===== src/rtl/alu_pkg.sv =====
// alu_pkg: shared types and helpers for the ALU issue controller.
package alu_pkg;
    typedef enum logic [6:0] {
        OP_ADD = 7'd1,
        OP_SUB = 7'd2,
        OP_MUL = 7'd3,
        OP_DIV = 7'd4
    } alu_op_e;

    typedef enum logic [1:0] {
        S_IDLE = 2'd0,
        S_EXEC = 2'd1,
        S_WB   = 2'd2
    } issue_state_e;

    localparam int REG_ZERO = 0;

    function automatic logic is_legal_op(input logic [6:0] op);
        return op inside {OP_ADD, OP_SUB, OP_MUL, OP_DIV};
    endfunction
endpackage


===== src/rtl/alu_fwd_tag.sv =====
// alu_fwd_tag: forwarding tag (last completed rd) with source-register comparators.
// Matches look at the tag value being written this cycle so an op accepted on the done cycle sees it.
module alu_fwd_tag
    import alu_pkg::*;
#(
    parameter int REG_AW = 5
) (
    input  logic              clk,
    input  logic              rst,
    input  logic              load,
    input  logic              clr,
    input  logic [REG_AW-1:0] load_tag,
    input  logic [REG_AW-1:0] rs1,
    input  logic [REG_AW-1:0] rs2,
    output logic              match1,
    output logic              match2
);
    logic [REG_AW-1:0] tag_q, tag_d;
    logic              valid_q, valid_d;

    always_comb begin
        tag_d   = load ? load_tag : tag_q;
        valid_d = load ? (load_tag != REG_AW'(REG_ZERO)) : clr ? 1'b0 : valid_q;
        match1  = valid_d && (rs1 == tag_d);
        match2  = valid_d && (rs2 == tag_d);
    end

    always_ff @(posedge clk or posedge rst) begin
        if (rst) begin
            tag_q   <= '0;
            valid_q <= 1'b0;
        end else begin
            tag_q   <= tag_d;
            valid_q <= valid_d;
        end
    end
endmodule


===== src/rtl/alu_issue_ctrl.sv =====
// alu_issue_ctrl: issues one decoded ALU op at a time, drives operands/forwarding, writes result back.
// Define ALU_FWD_EN to merge writeback into EXEC and enable es/M forwarding controls.
module alu_issue_ctrl
    import alu_pkg::*;
#(
    parameter int TIMEOUT = 64,
    parameter int REG_AW  = 5
) (
    input  logic              clk,
    input  logic              rst,
    input  logic              in_valid,
    output logic              in_ready,
    input  logic [6:0]        in_op,
    input  logic [REG_AW-1:0] in_rd,
    input  logic [REG_AW-1:0] in_rs1,
    input  logic [REG_AW-1:0] in_rs2,
    output logic [REG_AW-1:0] rf_raddr1,
    output logic [REG_AW-1:0] rf_raddr2,
    input  logic [31:0]       rf_rdata1,
    input  logic [31:0]       rf_rdata2,
    output logic              rf_we,
    output logic [REG_AW-1:0] rf_waddr,
    output logic [31:0]       rf_wdata,
    output logic [31:0]       alu_rs1,
    output logic [31:0]       alu_rs2,
    output logic [6:0]        alu_oper,
    output logic              sig_es1,
    output logic              sig_es2,
    output logic              sig_M1,
    output logic              sig_M2,
    input  logic [31:0]       alu_res,
    input  logic              alu_done,
    output logic              err
);
    localparam int TW = $clog2(TIMEOUT);
`ifdef ALU_FWD_EN
    localparam logic FWD = 1'b1;
`else
    localparam logic FWD = 1'b0;
`endif
    localparam logic [REG_AW-1:0] ZR = REG_AW'(REG_ZERO);

    issue_state_e      state_q, state_d;
    logic [REG_AW-1:0] rd_q, rd_d;
    logic [31:0]       alu_rs1_q, alu_rs1_d, alu_rs2_q, alu_rs2_d, res_q, res_d;
    logic [6:0]        oper_q, oper_d;
    logic [TW-1:0]     timer_q, timer_d;
    logic              err_q, err_d, m1_q, m1_d, m2_q, m2_d;
    logic              exec, done, tmo, accept, issue, match1, match2;

    alu_fwd_tag #(.REG_AW(REG_AW)) u_tag (
        .clk      (clk),
        .rst      (rst),
        .load     (done),
        .clr      (tmo),
        .load_tag (rd_q),
        .rs1      (in_rs1),
        .rs2      (in_rs2),
        .match1   (match1),
        .match2   (match2)
    );

    always_comb begin
        exec      = state_q == S_EXEC;
        done      = exec && alu_done;
        tmo       = exec && !alu_done && (timer_q == TW'(TIMEOUT - 1));
        in_ready  = (state_q == S_IDLE) || (FWD && done);
        accept    = in_valid && in_ready;
        issue     = accept && is_legal_op(in_op);
        state_d   = issue ? S_EXEC : (done && !FWD) ? S_WB :
                    (done || tmo || state_q == S_WB) ? S_IDLE : state_q;
        timer_d   = issue ? '0 : exec ? timer_q + TW'(1) : timer_q;
        rd_d      = issue ? in_rd : rd_q;
        oper_d    = issue ? in_op : oper_q;
        alu_rs1_d = issue ? ((in_rs1 == ZR) ? 32'd0 : rf_rdata1) : alu_rs1_q;
        alu_rs2_d = issue ? ((in_rs2 == ZR) ? 32'd0 : rf_rdata2) : alu_rs2_q;
        res_d     = done ? alu_res : res_q;
        err_d     = (accept && !is_legal_op(in_op)) || tmo;
        m1_d      = issue ? match1 : m1_q;
        m2_d      = issue ? match2 : m2_q;
        rf_raddr1 = in_rs1;
        rf_raddr2 = in_rs2;
        rf_we     = (rd_q != ZR) && (FWD ? done : state_q == S_WB);
        rf_waddr  = rd_q;
        rf_wdata  = FWD ? alu_res : res_q;
        alu_rs1   = alu_rs1_q;
        alu_rs2   = alu_rs2_q;
        alu_oper  = oper_q;
        sig_es1   = FWD && done;
        sig_es2   = FWD && done;
        sig_M1    = FWD && exec && m1_q;
        sig_M2    = FWD && exec && m2_q;
        err       = err_q;
    end

    always_ff @(posedge clk or posedge rst) begin
        if (rst) begin
            state_q   <= S_IDLE;
            rd_q      <= '0;
            oper_q    <= '0;
            alu_rs1_q <= '0;
            alu_rs2_q <= '0;
            res_q     <= '0;
            timer_q   <= '0;
            err_q     <= 1'b0;
            m1_q      <= 1'b0;
            m2_q      <= 1'b0;
        end else begin
            state_q   <= state_d;
            rd_q      <= rd_d;
            oper_q    <= oper_d;
            alu_rs1_q <= alu_rs1_d;
            alu_rs2_q <= alu_rs2_d;
            res_q     <= res_d;
            timer_q   <= timer_d;
            err_q     <= err_d;
            m1_q      <= m1_d;
            m2_q      <= m2_d;
        end
    end
endmodule


===== config.mk =====
export PLATFORM = sky130hd
export DESIGN_NAME = alu_issue_ctrl
export DESIGN_NICKNAME = d
export VERILOG_FILES = /design/src/rtl/alu_pkg.sv /design/src/rtl/alu_fwd_tag.sv /design/src/rtl/alu_issue_ctrl.sv
export SDC_FILE = /design/constraint.sdc
export NUM_CORES = 1
export LEC_CHECK = 0
export CAP_MARGIN = 20
export CORE_ASPECT_RATIO = 0.75
export CORE_MARGIN = 2
export CORE_UTILIZATION = 34
export DETAILED_ROUTE_END_ITERATION = 8
export GPL_ROUTABILITY_DRIVEN = 0
export PLACE_DENSITY = 0.69
export SLEW_MARGIN = 30
export SYNTH_ARGS = -nofsm -noshare
export SYNTH_HDL_FRONTEND = slang
export SYNTH_HIERARCHICAL = 1
export SYNTH_SLANG_ARGS = --single-unit

===== constraint.sdc =====
create_clock -name clk -period 5.6 [get_ports clk]
set_clock_uncertainty 0.15 [all_clocks]
set_input_delay 1.4 -clock clk [delete_from_list [all_inputs] [get_ports clk]]
set_output_delay 1.4 -clock clk [all_outputs]
set_load 0.02 [all_outputs]

==> run_summary.xml <==
<?xml version="1.0" encoding="UTF-8"?>
<metrics>
  <group name="status">
    <metric name="status" unit="">complete, no violations</metric>
  </group>
  <group name="clocking">
    <metric name="ctsLongestPathBuffers" unit="">2</metric>
    <metric name="worstSkewPairLatency" unit="ns">0.40</metric>
    <metric name="cts_hold_fix_bufs" unit="">0</metric>
    <metric name="cts-buffers-inserted" unit="">17</metric>
    <metric name="cts_post_setup_buffers_inserted" unit="">0</metric>
    <metric name="ctsResizeCount" unit="">0</metric>
    <metric name="root_buffer" unit="">sky130_fd_sc_hd__clkbuf_16</metric>
    <metric name="path_clk_slew" unit="ns">0.05</metric>
    <metric name="clock_tree.htree_level_count" unit="">4</metric>
    <metric name="numClockSinks" unit="">117</metric>
    <metric name="clock_tree_from_tritoncts" unit="">done</metric>
  </group>
  <group name="yosys">
    <metric name="synth_mux_area_share" unit="%">21.34</metric>
    <metric name="synth-xor-area-share" unit="%">0.3395</metric>
    <metric name="post_synth_and_or_nand_nor_area_fraction" unit="%">3.395</metric>
    <metric name="post_synth_instance_area" unit="mm^2">0.005160</metric>
    <metric name="sequential_cell_area_fraction_in_the_yosys_report" unit="%">56.74</metric>
    <metric name="synth-seq-cells" unit="">117</metric>
    <metric name="synth_cells" unit="">435</metric>
    <metric name="post_synth_fa_ha_maj_area_fraction" unit="%">0.2425</metric>
    <metric name="synth_compound_gate_area_share" unit="%">7.468</metric>
    <metric name="synth.top_cell.area_share" unit="%">56.74</metric>
    <metric name="synth_top_area_cell" unit="">sky130_fd_sc_hd__dfrtp_1</metric>
    <metric name="syn_area_per_cell" unit="um^2">11.86</metric>
    <metric name="post_synth_num_cell_types" unit="">30</metric>
    <metric name="synth_top_family_by_area" unit="">multiplexers</metric>
    <metric name="netlist_top_cells_area" unit="">sky130_fd_sc_hd__dfrtp_1, sky130_fd_sc_hd__mux2i_1, sky130_fd_sc_hd__mux2_2</metric>
    <metric name="synth_warnings" unit="">6</metric>
  </group>
  <group name="drt">
    <metric name="wire_per_inst" unit="um">15.37</metric>
    <metric name="vias" unit="">4052</metric>
    <metric name="drt.antenna.violating_nets" unit="">0</metric>
    <metric name="detail_route.iter0.violations" unit="">158</metric>
    <metric name="drt_wl_total" unit="um">13550</metric>
    <metric name="drc" unit="">0</metric>
    <metric name="drt_pre_antenna_iters" unit="">4</metric>
    <metric name="viasPerCell" unit="">4.599</metric>
  </group>
  <group name="pwr">
    <metric name="combPwrFrac" unit="%">28.9</metric>
    <metric name="seq_power_share" unit="%">34.3</metric>
    <metric name="clk_network_pwr_share" unit="%">36.7</metric>
    <metric name="p_sw_share" unit="%">28.89</metric>
    <metric name="internal-power" unit="uW">2415</metric>
    <metric name="peakVddDrop" unit="mV">0.2057</metric>
    <metric name="power_dissipated_by_switching_net_loads" unit="uW">980.9</metric>
    <metric name="power.density_cell_area" unit="mW/mm^2">408.6</metric>
    <metric name="power.static_leakage" unit="uW">0.003623</metric>
  </group>
  <group name="sta">
    <metric name="hold_viol" unit="">0</metric>
    <metric name="totalNegativeSetupSlack" unit="ns">0</metric>
    <metric name="worstMarginPinSlew" unit="ns">0.8875</metric>
    <metric name="drv_slew" unit="">0</metric>
    <metric name="relSlewSlack" unit="%">40.83</metric>
    <metric name="final-setup-viol-count" unit="">0</metric>
    <metric name="final_min_period_over_clock_period" unit="%">77.65</metric>
    <metric name="timing.fmax" unit="GHz">0.2300</metric>
    <metric name="period_needed" unit="ns">4.349</metric>
    <metric name="rsz_0062_raised_after_global_routing" unit="">no</metric>
  </group>
  <group name="global_route">
    <metric name="grt_pass1_wl" unit="um">21960</metric>
    <metric name="initial_antenna_violation_count" unit="">0</metric>
    <metric name="globalRouteTotalUtil" unit="%">16.91</metric>
    <metric name="grt.overflow.total" unit="">0</metric>
    <metric name="number_of_global_route_vias_before_repair" unit="">4207</metric>
    <metric name="grt_max_degree" unit="">50</metric>
  </group>
  <group name="min_path">
    <metric name="min_path_type" unit="">reg2reg</metric>
  </group>
  <group name="cells_and_area">
    <metric name="multi_input_comb_area" unit="mm^2">0.001715</metric>
    <metric name="post_route_cells_drive_above_1_share" unit="%">11.89</metric>
    <metric name="layout.cells.most_common_list" unit="">sky130_fd_sc_hd__clkdlybuf4s50_1, sky130_fd_sc_hd__dfrtp_1, sky130_fd_sc_hd__o21ai_0, sky130_fd_sc_hd__inv_1, sky130_fd_sc_hd__mux2i_1</metric>
    <metric name="layout_overhead_on_the_synthesized_area" unit="%">61.06</metric>
    <metric name="area.sequential" unit="mm^2">0.002928</metric>
    <metric name="fillerInstances" unit="">1230</metric>
    <metric name="final_common_cell" unit="">sky130_fd_sc_hd__clkdlybuf4s50_1</metric>
    <metric name="final_net_count" unit="">791</metric>
    <metric name="num_antenna_cells" unit="">0</metric>
    <metric name="post_route_cell_area" unit="mm^2">0.008310</metric>
    <metric name="instances_no_fill" unit="">881</metric>
  </group>
  <group name="floorplan">
    <metric name="area_of_the_core" unit="mm^2">0.01464</metric>
    <metric name="chipWidth" unit="um">146.3</metric>
    <metric name="die-area" unit="mm^2">0.01619</metric>
    <metric name="io-pin-count" unit="">247</metric>
    <metric name="chipHeight" unit="um">110.7</metric>
    <metric name="initial_utilization" unit="%">35.24</metric>
    <metric name="placement_rows" unit="">38</metric>
  </group>
  <group name="placement">
    <metric name="dp.final_hpwl" unit="um">9773</metric>
    <metric name="placedInstanceArea" unit="mm^2">0.007626</metric>
    <metric name="port_buffer_count" unit="">242</metric>
    <metric name="dpl.cell_count" unit="">849</metric>
  </group>
  <group name="worst_setup_path">
    <metric name="setup.reg_to_reg.worst_slack" unit="ns">3.20</metric>
    <metric name="largest_fanout_on_the_critical_path" unit="">33</metric>
    <metric name="data_required_time_at_the_worst_endpoint" unit="ns">4.05</metric>
    <metric name="crit_path_start_kind" unit="">primary input</metric>
    <metric name="crit_path_end_kind" unit="">output port</metric>
    <metric name="worstPathArrival" unit="ns">2.80</metric>
    <metric name="timing.setup.critical_path_class" unit="">in2out</metric>
  </group>
  <group name="flow_run">
    <metric name="cap_violations" unit="">0</metric>
  </group>
</metrics>
## synthesized netlist by cell type
cell type                    n
sky130_fd_sc_hd__o21a_1      2
sky130_fd_sc_hd__nor4b_2     1
sky130_fd_sc_hd__mux2_2     40
sky130_fd_sc_hd__or3_1       3
sky130_fd_sc_hd__o21bai_1    1
sky130_fd_sc_hd__a21oi_1     3
sky130_fd_sc_hd__ha_1        1
sky130_fd_sc_hd__nand2_1     2
sky130_fd_sc_hd__buf_1       3
sky130_fd_sc_hd__nor3_1      1
sky130_fd_sc_hd__clkbuf_1   12
sky130_fd_sc_hd__or4_1       4
sky130_fd_sc_hd__buf_8       6
sky130_fd_sc_hd__mux2i_1    65
sky130_fd_sc_hd__nor3b_1     2
sky130_fd_sc_hd__conb_1      1
sky130_fd_sc_hd__xnor2_1     2
sky130_fd_sc_hd__dfrtp_1   117
sky130_fd_sc_hd__nand3_1     1
sky130_fd_sc_hd__nand4b_1    1
sky130_fd_sc_hd__nor2_1      5
sky130_fd_sc_hd__nor4_1      1
sky130_fd_sc_hd__o31ai_1     1
sky130_fd_sc_hd__nand2b_1    1
sky130_fd_sc_hd__nand3b_1    1
sky130_fd_sc_hd__o21ai_0    68
sky130_fd_sc_hd__buf_6       2
sky130_fd_sc_hd__nor2b_1     5
sky130_fd_sc_hd__buf_4      15
sky130_fd_sc_hd__inv_1      68
## area by class of cell
class | instances | share of cell area (%)
flip-flops and latches | 117 | 35.23
repair buffers | 249 | 29.78
multi-input cells | 215 | 20.64
clock buffers | 18 | 5.285
inverters | 68 | 3.101
well taps | 200 | 3.011
clock inverters | 14 | 2.951
## power by group through the flow
stage / registers [uW] / logic, uW / clock network, uW
3_3_place_gp: 1170 / 979 / 0
6_report: 1170 / 983 / 1250
5_1_grt: 1190 / 1050 / 1320
4_1_cts: 1170 / 998 / 1270
2_1_floorplan: 1390 / 237 / 0
3_5_place_dp: 1180 / 994 / 0
## stage by stage
stage | total power (uW) | hold WS (ns) | utilization (%) | setup slack, ns
after floorplan | 1630 | 0.3624 | - | 0.9492
after global placement | 2148 | 0.3343 | 52.08 | 1.239
after detailed placement | 2169 | 0.3372 | 52.08 | 1.246
after CTS | 3438 | 0.3528 | 56.75 | 1.249
after global routing | 3568 | 0.3680 | 56.75 | 1.199
final | 3396 | 0.3457 | 56.75 | 1.252
## final timing paths
kind	from	end	depth (start not counted)
setup / recovery	in_rs1[1]	rf_raddr1[1]	3
hold / removal	alu_oper[4]	alu_oper[4]	1
max in group asynchronous	rst	alu_rs2[29]	3
min in group asynchronous	rst	alu_rs1[13]	2
setup reg to reg	state_q[0]	rf_waddr[4]	4
hold reg to reg	alu_oper[4]	alu_oper[4]	1
## worst max-delay path: stages
cell and delay, ns:
sky130_fd_sc_hd__clkdlybuf4s50_1 0.45, sky130_fd_sc_hd__buf_4 0.27, sky130_fd_sc_hd__clkdlybuf4s50_1 0.67
## metal layers
metal,up-vias,global-route usage [%],part of all wire (%)
met4,0,4.531,0.95
met2,161,26.19,45
met5,-,0,0
met3,12,6.461,7.7
li1,1897,-,-
met1,1982,22.28,46
## registers in the layout, indices dropped and copies added (netlist names)
register and flops:
rf_wdata 32, timer_q 6, err 1, alu_rs1 32, rf_waddr 5, state_q 2, alu_rs2 32, alu_oper 7
## cells by family after synthesis
logic type / Yosys count
fa+ha+maj: 1
other cells: 1
flops: 117
mux: 105
xor+xnor: 2
buf+inv: 106
compound gates: 75
simple gates: 28
Note: power is estimated with default switching activity, not from simulation.
